[config.mk]
export PLATFORM = sky130hd
export DESIGN_NAME = fetch_sequencer
export DESIGN_NICKNAME = d
export VERILOG_FILES = /design/src/rtl/fetch_sequencer.sv
export SDC_FILE = /design/constraint.sdc
export NUM_CORES = 1
export LEC_CHECK = 0
export ABC_AREA = 1
export ABC_CLOCK_PERIOD_IN_PS = 4200
export CAP_MARGIN = 20
export CORE_MARGIN = 4
export CORE_UTILIZATION = 41
export DETAILED_ROUTE_END_ITERATION = 8
export HOLD_SLACK_MARGIN = 0.05
export PLACE_DENSITY_LB_ADDON = 0.15
export SYNTH_ARGS = -nofsm -noshare
export SYNTH_HDL_FRONTEND = slang
export SYNTH_SLANG_ARGS = --single-unit
[constraint.sdc]
create_clock -name clk -period 4.2 [get_ports clk]
set_clock_uncertainty 0.2 [all_clocks]
set_input_delay 1.05 -clock clk [delete_from_list [all_inputs] [get_ports clk]]
set_output_delay 1.05 -clock clk [all_outputs]
set_load 0.01 [all_outputs]
[src/rtl/fetch_sequencer.sv]
// fetch_sequencer: multicycle fetch/decode/exec FSM driving PC, register-file, flags and memory controls.
// Every control output is registered for the state being entered; strobes are gated by stall.
module fetch_sequencer #(
   parameter int         DW       = 16,
   parameter logic [3:0] OP_BCOND = 4'b1100,
   parameter logic [3:0] OP_EXT   = 4'b0100
) (
   input  logic          clk,
   input  logic          rst,
   input  logic          stall,
   input  logic [DW-1:0] pc,
   input  logic [DW-1:0] mem_rdata,
   input  logic [4:0]    flags,
   input  logic [DW-1:0] rtgt_data,
   output logic [DW-1:0] ir,
   output logic          addr_sel,
   output logic          mem_we,
   output logic          reg_we,
   output logic          wb_sel,
   output logic          flags_we,
   output logic          pc_en,
   output logic [1:0]    pc_sel,
   output logic [DW-1:0] pc_imm,
   output logic [DW-1:0] pc_target,
   output logic [2:0]    state
);
   typedef enum logic [2:0] {FETCH = 3'd0, DECODE = 3'd1, EXEC = 3'd2, MEM = 3'd3, WB = 3'd4} state_t;
   state_t state_q, state_d, state_nx;
   logic [DW-1:0] ir_q, ir_d, ir_nx;
   logic addr_sel_q, addr_sel_d, mem_we_q, mem_we_d, reg_we_q, reg_we_d;
   logic wb_sel_q, wb_sel_d, flags_we_q, flags_we_d, pc_en_q, pc_en_d;
   logic [1:0] pc_sel_q, pc_sel_d;
   logic [3:0] op, sub;
   logic is_bcond, is_ext, is_ld, is_st, is_jcond, is_cmp, is_alu, taken, pc_unused;
   logic [15:0] cond_vec;
   // The PC datapath owns all arithmetic on pc; it is not needed here.
   assign pc_unused = ^pc;
   // Decode looks at the word being latched into IR, so DECODE can already pick MEM vs EXEC.
   assign ir_nx    = state_q == DECODE ? mem_rdata : ir_q;
   assign op       = ir_nx[15:12];
   assign sub      = ir_nx[7:4];
   assign is_bcond = op == OP_BCOND;
   assign is_ext   = op == OP_EXT;
   assign is_ld    = is_ext && sub == 4'b0000;
   assign is_st    = is_ext && sub == 4'b0100;
   assign is_jcond = is_ext && sub == 4'b1100;
   assign is_cmp   = (op == 4'b0000 && sub == 4'b1011) || op == 4'b1011;
   assign is_alu   = !is_bcond && !is_jcond && !is_ld && !is_st;
   // flags = {C,L,F,Z,N}; entry i is the condition with code i.
   assign cond_vec = {1'b0, 1'b1,
                      flags[0] | flags[1], !flags[0] & !flags[1],
                      flags[3] | flags[1], !flags[3] & !flags[1],
                      !flags[2], flags[2], !flags[0], flags[0],
                      !flags[3], flags[3], !flags[4], flags[4],
                      !flags[1], flags[1]};
   assign taken    = cond_vec[ir_nx[11:8]] && (is_bcond || is_jcond);
   always_comb begin
      state_nx   = state_q == FETCH  ? DECODE :
                   state_q == DECODE ? ((is_ld || is_st) ? MEM : EXEC) :
                   (state_q == MEM && is_ld) ? WB : FETCH;
      state_d    = stall ? state_q : state_nx;
      ir_d       = stall ? ir_q : ir_nx;
      addr_sel_d = stall ? addr_sel_q : (state_nx == MEM || state_nx == WB);
      mem_we_d   = stall ? mem_we_q : (state_nx == MEM && is_st);
      reg_we_d   = stall ? reg_we_q : (state_nx == WB || (state_nx == EXEC && is_alu && !is_cmp));
      wb_sel_d   = stall ? wb_sel_q : state_nx == WB;
      flags_we_d = stall ? flags_we_q : (state_nx == EXEC && is_alu && !(is_ext && sub == 4'b1000));
      pc_en_d    = stall ? pc_en_q : (state_nx == DECODE || (state_nx == EXEC && taken));
      pc_sel_d   = stall ? pc_sel_q : (state_nx == EXEC && taken) ? (is_bcond ? 2'b01 : 2'b10) : 2'b00;
   end
   always_ff @(posedge clk or negedge rst) begin
      if (!rst) begin
         state_q    <= FETCH;
         ir_q       <= '0;
         addr_sel_q <= 1'b0;
         mem_we_q   <= 1'b0;
         reg_we_q   <= 1'b0;
         wb_sel_q   <= 1'b0;
         flags_we_q <= 1'b0;
         pc_en_q    <= 1'b0;
         pc_sel_q   <= 2'b00;
      end else begin
         state_q    <= state_d;
         ir_q       <= ir_d;
         addr_sel_q <= addr_sel_d;
         mem_we_q   <= mem_we_d;
         reg_we_q   <= reg_we_d;
         wb_sel_q   <= wb_sel_d;
         flags_we_q <= flags_we_d;
         pc_en_q    <= pc_en_d;
         pc_sel_q   <= pc_sel_d;
      end
   end
   assign ir        = ir_q;
   assign state     = state_q;
   assign addr_sel  = addr_sel_q;
   assign wb_sel    = wb_sel_q;
   assign pc_sel    = pc_sel_q;
   assign mem_we    = mem_we_q & ~stall;
   assign reg_we    = reg_we_q & ~stall;
   assign flags_we  = flags_we_q & ~stall;
   assign pc_en     = pc_en_q & ~stall;
   assign pc_imm    = {{(DW-8){ir_q[7]}}, ir_q[7:0]};
   assign pc_target = rtgt_data + DW'(1);
endmodule

## Yosys cells after proc, flatten, opt, wreduce, memory -nomap -nowiden

Index checks and enable logic that the tools add are counted.

- Register bits after elaboration: 27
- Output and inout port bits: 59
- Logic and storage cells: 79

- Add/sub/neg operators: 1
- Equal/unequal tests: 13
- Bitwise operators: 9
- Multiplexer cells: 9
- Magnitude comparators: 1
- Reductions and logical operators: 36

Operators with widths:

| operator | number |
|---|---|
| $eq A4 B4 Y1 const B | 5 |
| $add A16 B1 Y16 const B | 1 |
| $mux W16 | 1 |
| $logic_and A1 B1 Y1 | 15 |
| $logic_not A1 Y1 | 11 |
| $eq A3 B2 Y1 const B | 3 |
| $mux W3 | 3 |
| $eq A4 B3 Y1 const B | 2 |
| $logic_not A4 Y1 | 2 |
| $and A1 B1 Y1 | 6 |
| $eq A3 B1 Y1 const B | 2 |
| $logic_or A1 B1 Y1 | 6 |
| $lt A4 B5 Y1 const B | 1 |
| $bmux W1 S4 | 1 |
| $mux W2 | 2 |
| $eq A3 B3 Y1 const B | 1 |
| $logic_not A3 Y1 | 1 |
| $mux W1 | 2 |
| $or A1 B1 Y1 | 2 |
| $reduce_and A2 Y1 | 1 |
| $not A1 Y1 | 1 |

## Logic depth before layout (Yosys ltp)

Gate-level depths: netlist of run 1.

- Depth in word-level cells: 12
- Gate-level depth with buffers: 13

## Worst setup path after synthesis of run 1

No wires, ideal clock.

- Path kind: input -> output
- Start point: in rtgt_data[0]
- End point: out pc_target[14]
- Buffers on the path: 0
- Stages on the path: 8
- Setup slack: 0.677 ns
- Data required time: 2.950 ns
- Arrival: 2.273 ns
- Path through: ha_1 > nand3_1 > nor2_1 > nand3_1 > nor2_1 > nand3_1 > nor3_1 > xor2_1

- Word-level cells in the longest chain between the ends: 1

RTL lines:

| what | line | RTL |
|---|---|---|
| start: declaration | 14 | `input logic [DW-1:0] rtgt_data,` |
| $add A16 B1 Y16 | 104 | `assign pc_target = rtgt_data + DW'(1);` |
| end: declaration | 24 | `output logic [DW-1:0] pc_target,` |

No other way between the ends.

## Final worst setup path of run 1

- Start point: in rtgt_data[2]
- End point: out pc_target[7]

Same word-level chain as after synthesis.

==> summary by stage, run 1 <==
Synth
The main flop type after synthesis is sky130_fd_sc_hd__dfrtp_1. The post-synthesis async set-or-reset flop share is 100%. The count of unique library cells instantiated by Yosys is 33.

The synthesized netlist occupies a cell area of 1970 um2. The count of mapped cells out of synthesis is 264. In this run, synthesis inferred 0 flip-flops with an integrated enable. Synthesis inferred 27 register bits. In this run the mean area of a mapped cell was 7.48 um2.

The proportion of netlist area held by the largest area contributor is 34.2%. Summed over all instances, the cell type with the most area after synthesis is sky130_fd_sc_hd__dfrtp_1. Sequential elements use 34.2% of the synthesized area. The number of nets handed over by synthesis was 321. After synthesis, the cell types taking the most area are sky130_fd_sc_hd__dfrtp_1 34%, sky130_fd_sc_hd__nand2_1 10%, sky130_fd_sc_hd__nand3_1 7.4%. The count of yosys warnings during synthesis is 0.

Cells and area
The number of antenna diodes is 0. Of the cells placed in the final design, the portion with a size suffix greater than 1 is 18.3%. The design area is 3030 um2. The post-layout net count is 419.

Fill cells in the final layout number 392. From synthesis to final layout, the design area changed by 53.5%.

Detailed routing
The via count is 1973. The number of antenna-violating nets in the routed design is 0. The number of violations reported at the end of detailed-routing iteration 0 is 87. In the routed layout, each cell is associated on average with a via count of 4.78.

Before antenna repair, the detailed router went through 4 iterations. In the final routed layout, each cell accounts on average for 12.5 um. After detailed routing, the number of remaining DRC violations is 0. The final layout contains routed wiring with a total length of 5150 um.

Timing
The worst slew margin relative to its limit is 61.8%. The max-slew violation count came to 0. Adding up every negative setup slack in the final design gives 0 ns. The time the worst path needs with I/O delays and setup is 4.08 ns. Setup violations remaining at the end of the flow were counted as 0.

Of the available clock period, the critical path in the final layout requires 97.2%. The count of endpoints failing hold in the final timing report is 0. Derived from the worst setup path, the maximum achievable clock frequency is 0.245 GHz.

At the pin with the least slew margin, the transition time is 0.573 ns.

Worst hold path
The worst hold path was traced through 2 stages. In this run the most critical hold path is launched from pc_sel[1]. The sink of the worst hold path is pc_sel[1]. The worst min-delay path category is flop to flop.

Setup path
In this run the register-to-register setup slack is 1.92 ns. The endpoint kind of the worst setup timing path is a primary output. The worst endpoint data arrival time is 2.83 ns. The worst setup path is of the input port to primary output kind.

On the worst path, the slowest cell contributes a delay of 0.51 ns. The critical path's slowest cell is sky130_fd_sc_hd__clkdlybuf4s50_1. The signal on the critical path passes through clkdlybuf4s50_1, nand2_1, nor2_2, nand3_1, nor3b_2, buf_4, buf_4, buf_4, xor2_1, clkdlybuf4s15_1.

The worst reg2reg path depth is 11. Of all nets on the critical path, the largest fanout is 3. The destination of the worst register-to-register timing path is pc_sel[1]. In this run the critical register-to-register path is launched from state[2]. STA classifies the critical path startpoint as an input port. The most repeated library cell on the critical path is sky130_fd_sc_hd__buf_4. The required time of the critical path is 2.95 ns.

Power
The internal cell power is 0.000846 W. Combinational logic burns 59.6% of the power. Dividing total power by cell area gives a power density of 469 nW/um2.

The net switching power is 0.000575 W. In this run switching power makes up 40.5% of total power. The total leakage power is 1.41 nW. The register share of total power is 29.8%. The share of total power in the clock network is 10.6%.

The peak supply drop is 0.219 mV.

Floorplan
The full die area is 5990 um2. The horizontal die dimension is 77.4 um. Pin placement for this block handled 115 I/O pins.

The area of the placeable core is 4500 um2. The effective utilization at floorplan is 43.8%. Measured along the y axis, the die boundary spans 77.4 um.

Row generation in the floorplan step produced 24 rows.

Clock network
The tree is rooted in a sky130_fd_sc_hd__clkbuf_8. The tree built by TritonCTS fans out to 27 sinks. Clock-pin slew was measured on the worst setup and hold paths at 0.10 ns. The number of H-tree levels is 1. At the later pin of the worst-skew pair, clock insertion delay measures 0.27 ns. TritonCTS built the clock tree. The quantity of hold-fixing buffers added after cts is 0. The total CTS buffers is 3. In this run the deepest clock path goes through 2 buffers.

Placement
The detailed placer's ending HPWL is 4160 um. At the end of routability-driven placement, the weighted congestion stood at 0.771. The count of buffers added on input and output ports is 98. The placement-stage cell area is 2970 um2.

Global routing
Summed over all layers, the global routing overflow is 0. The first global-routing pass estimated 8880 um of wire. The number of antenna violations at the first check in global routing is 0. The number of global-route vias before repair came to 1991. Entering global routing, the biggest net connects 28 pins. The combined global-route utilization of all metal layers is 17.7%.

Outcome
The flow ran to the end, and the final reports show no timing, DRC or antenna violations.

Run
The tool flagged a number of max-cap violations equal to 0.
==> synthesized netlist by cell type (2+ instances only) <==
library cell / number
sky130_fd_sc_hd__a21oi_1: 4
sky130_fd_sc_hd__buf_4: 17
sky130_fd_sc_hd__buf_6: 2
sky130_fd_sc_hd__clkbuf_1: 3
sky130_fd_sc_hd__dfrtp_1: 27
sky130_fd_sc_hd__inv_1: 33
sky130_fd_sc_hd__inv_2: 4
sky130_fd_sc_hd__mux2_2: 4
sky130_fd_sc_hd__nand2_1: 53
sky130_fd_sc_hd__nand2_2: 7
sky130_fd_sc_hd__nand2_4: 6
sky130_fd_sc_hd__nand3_1: 29
sky130_fd_sc_hd__nand3_2: 3
sky130_fd_sc_hd__nor2_1: 14
sky130_fd_sc_hd__nor2_2: 6
sky130_fd_sc_hd__nor3_1: 5
sky130_fd_sc_hd__nor4_1: 2
sky130_fd_sc_hd__o21ai_0: 17
sky130_fd_sc_hd__o21ai_2: 2
sky130_fd_sc_hd__xnor2_1: 3
sky130_fd_sc_hd__xor2_1: 11
==> layout by cell type (no fill, tap or decap), drive strengths merged <==
cell           Yosys  layout
o21bai             1       1
xor2              11      11
nor3               5       5
nand3             32      32
dlygate4sd2        0       2
nor4               2       2
ha                 1       1
o21ai             20      20
xnor2              3       3
clkbuf             3       8
mux2               4       4
a22oi              1       1
nor2              21      21
o221ai             1       1
clkdlybuf4s50      0      90
inv               37      37
dfrtp             27      27
nand2             66      66
nand4              1       1
clkinv             1       1
clkdlybuf4s15      0       2
or2                1       1
a21oi              5       5
buf               20      18
nor3b              1       1
==> routing by layer <==
metal / track usage, % / up-vias / wire length, um
li1: - / 1013 / -
met1: 20.6 / 878 / 2100
met2: 31.9 / 80 / 2500
met3: 5.21 / 2 / 516
met4: 4.09 / 0 / 36
met5: 0 / - / 0
==> power by group through the flow <==
stage	Clock [W]	Sequential, W	Combinational, W
global placement	0	0.000424	0.000843
finish	0.000150	0.000423	0.000847
global route	0.000159	0.000441	0.000929
detailed placement	0	0.000431	0.000856
CTS	0.000151	0.000425	0.000857
floorplan	0	0.000448	0.000506
==> sequential cells by signal, summed over array words and instances, names as in the netlist <==
| register | flops |
|---|---|
| pc_en_q | 1 |
| mem_we_q | 1 |
| reg_we_q | 1 |
| wb_sel | 1 |
| state | 3 |
| pc_sel | 2 |
| flags_we_q | 1 |
| ir | 16 |
| addr_sel | 1 |
==> worst max-delay path by stage <==
| stage | cells after the start | from | end |
|---|---|---|---|
| 3_3_place_gp | 10 | rtgt_data[1] | pc_target[14] |
| 2_1_floorplan | 8 | rtgt_data[0] | pc_target[14] |
| 5_1_grt | 9 | rtgt_data[2] | pc_target[11] |
| 3_5_place_dp | 10 | rtgt_data[1] | pc_target[14] |
| 4_1_cts | 10 | rtgt_data[1] | pc_target[14] |
| 6_report | 10 | rtgt_data[2] | pc_target[7] |
==> worst max-delay path: cells and delay by family <==
family | cells | cell delay [ns]
xor gates and xnor gates | 1 | 0.14
and+or+nand+nor | 4 | 0.54
buffers and inverters | 5 | 1.10
==> kinds of logic after synthesis <==
kind of cell / count (synthesis) / synth area share, %
AOI/OAI and AO/OA: 28 / 8.11
xor gates and xnor gates: 14 / 6.21
adders and majority gates: 1 / 0.634
buffers and inverters: 61 / 15.7
DFF: 27 / 34.2
muxes: 4 / 2.28
and+or+nand+nor: 129 / 32.9
==> area by class of cell <==
cell class	instances	area (um2)	share of cell area, %
Multi-Input combinational cell	176	1010	33.3
Inverter	38	143	4.70
Clock buffer	4	45.0	1.49
Sequential cell	27	676	22.3
Timing Repair Buffer	116	1090	36.1
Tap cell	52	65.1	2.15
==> repair_timing <==
item                                    4_1_cts  5_1_grt
gates cloned                                  0        0
pin swaps                                     0        1
endpoints found under the setup margin        7        5
resized for setup                            12       11
buffers inserted                              1        1
==> stage by stage <==
| step | util (%) | worst slack (ns) | hold WS, ns | total power, W | cells |
|---|---|---|---|---|---|
| after detailed placement | 66.0 | -0.310 | 0.279 | 0.00129 | 407 |
| after global placement | 66.0 | -0.264 | 0.274 | 0.00127 | 407 |
| final | 67.3 | 0.118 | 0.301 | 0.00142 | 413 |
| after floorplan | - | 0.677 | 0.261 | 0.000955 | 264 |
| after global routing | 67.3 | -0.0154 | 0.331 | 0.00153 | 413 |
| after CTS | 67.4 | 0.0137 | 0.307 | 0.00143 | 412 |
Note: power is estimated with default switching activity, not from simulation.
==> run 2: changes to the inputs <==
Settings changed: CAP_MARGIN 20 to unset, SLEW_MARGIN set to 20.
==> results of run 2 <==
Same layout as run 1: the final DEF is identical, and so are final timing and power.
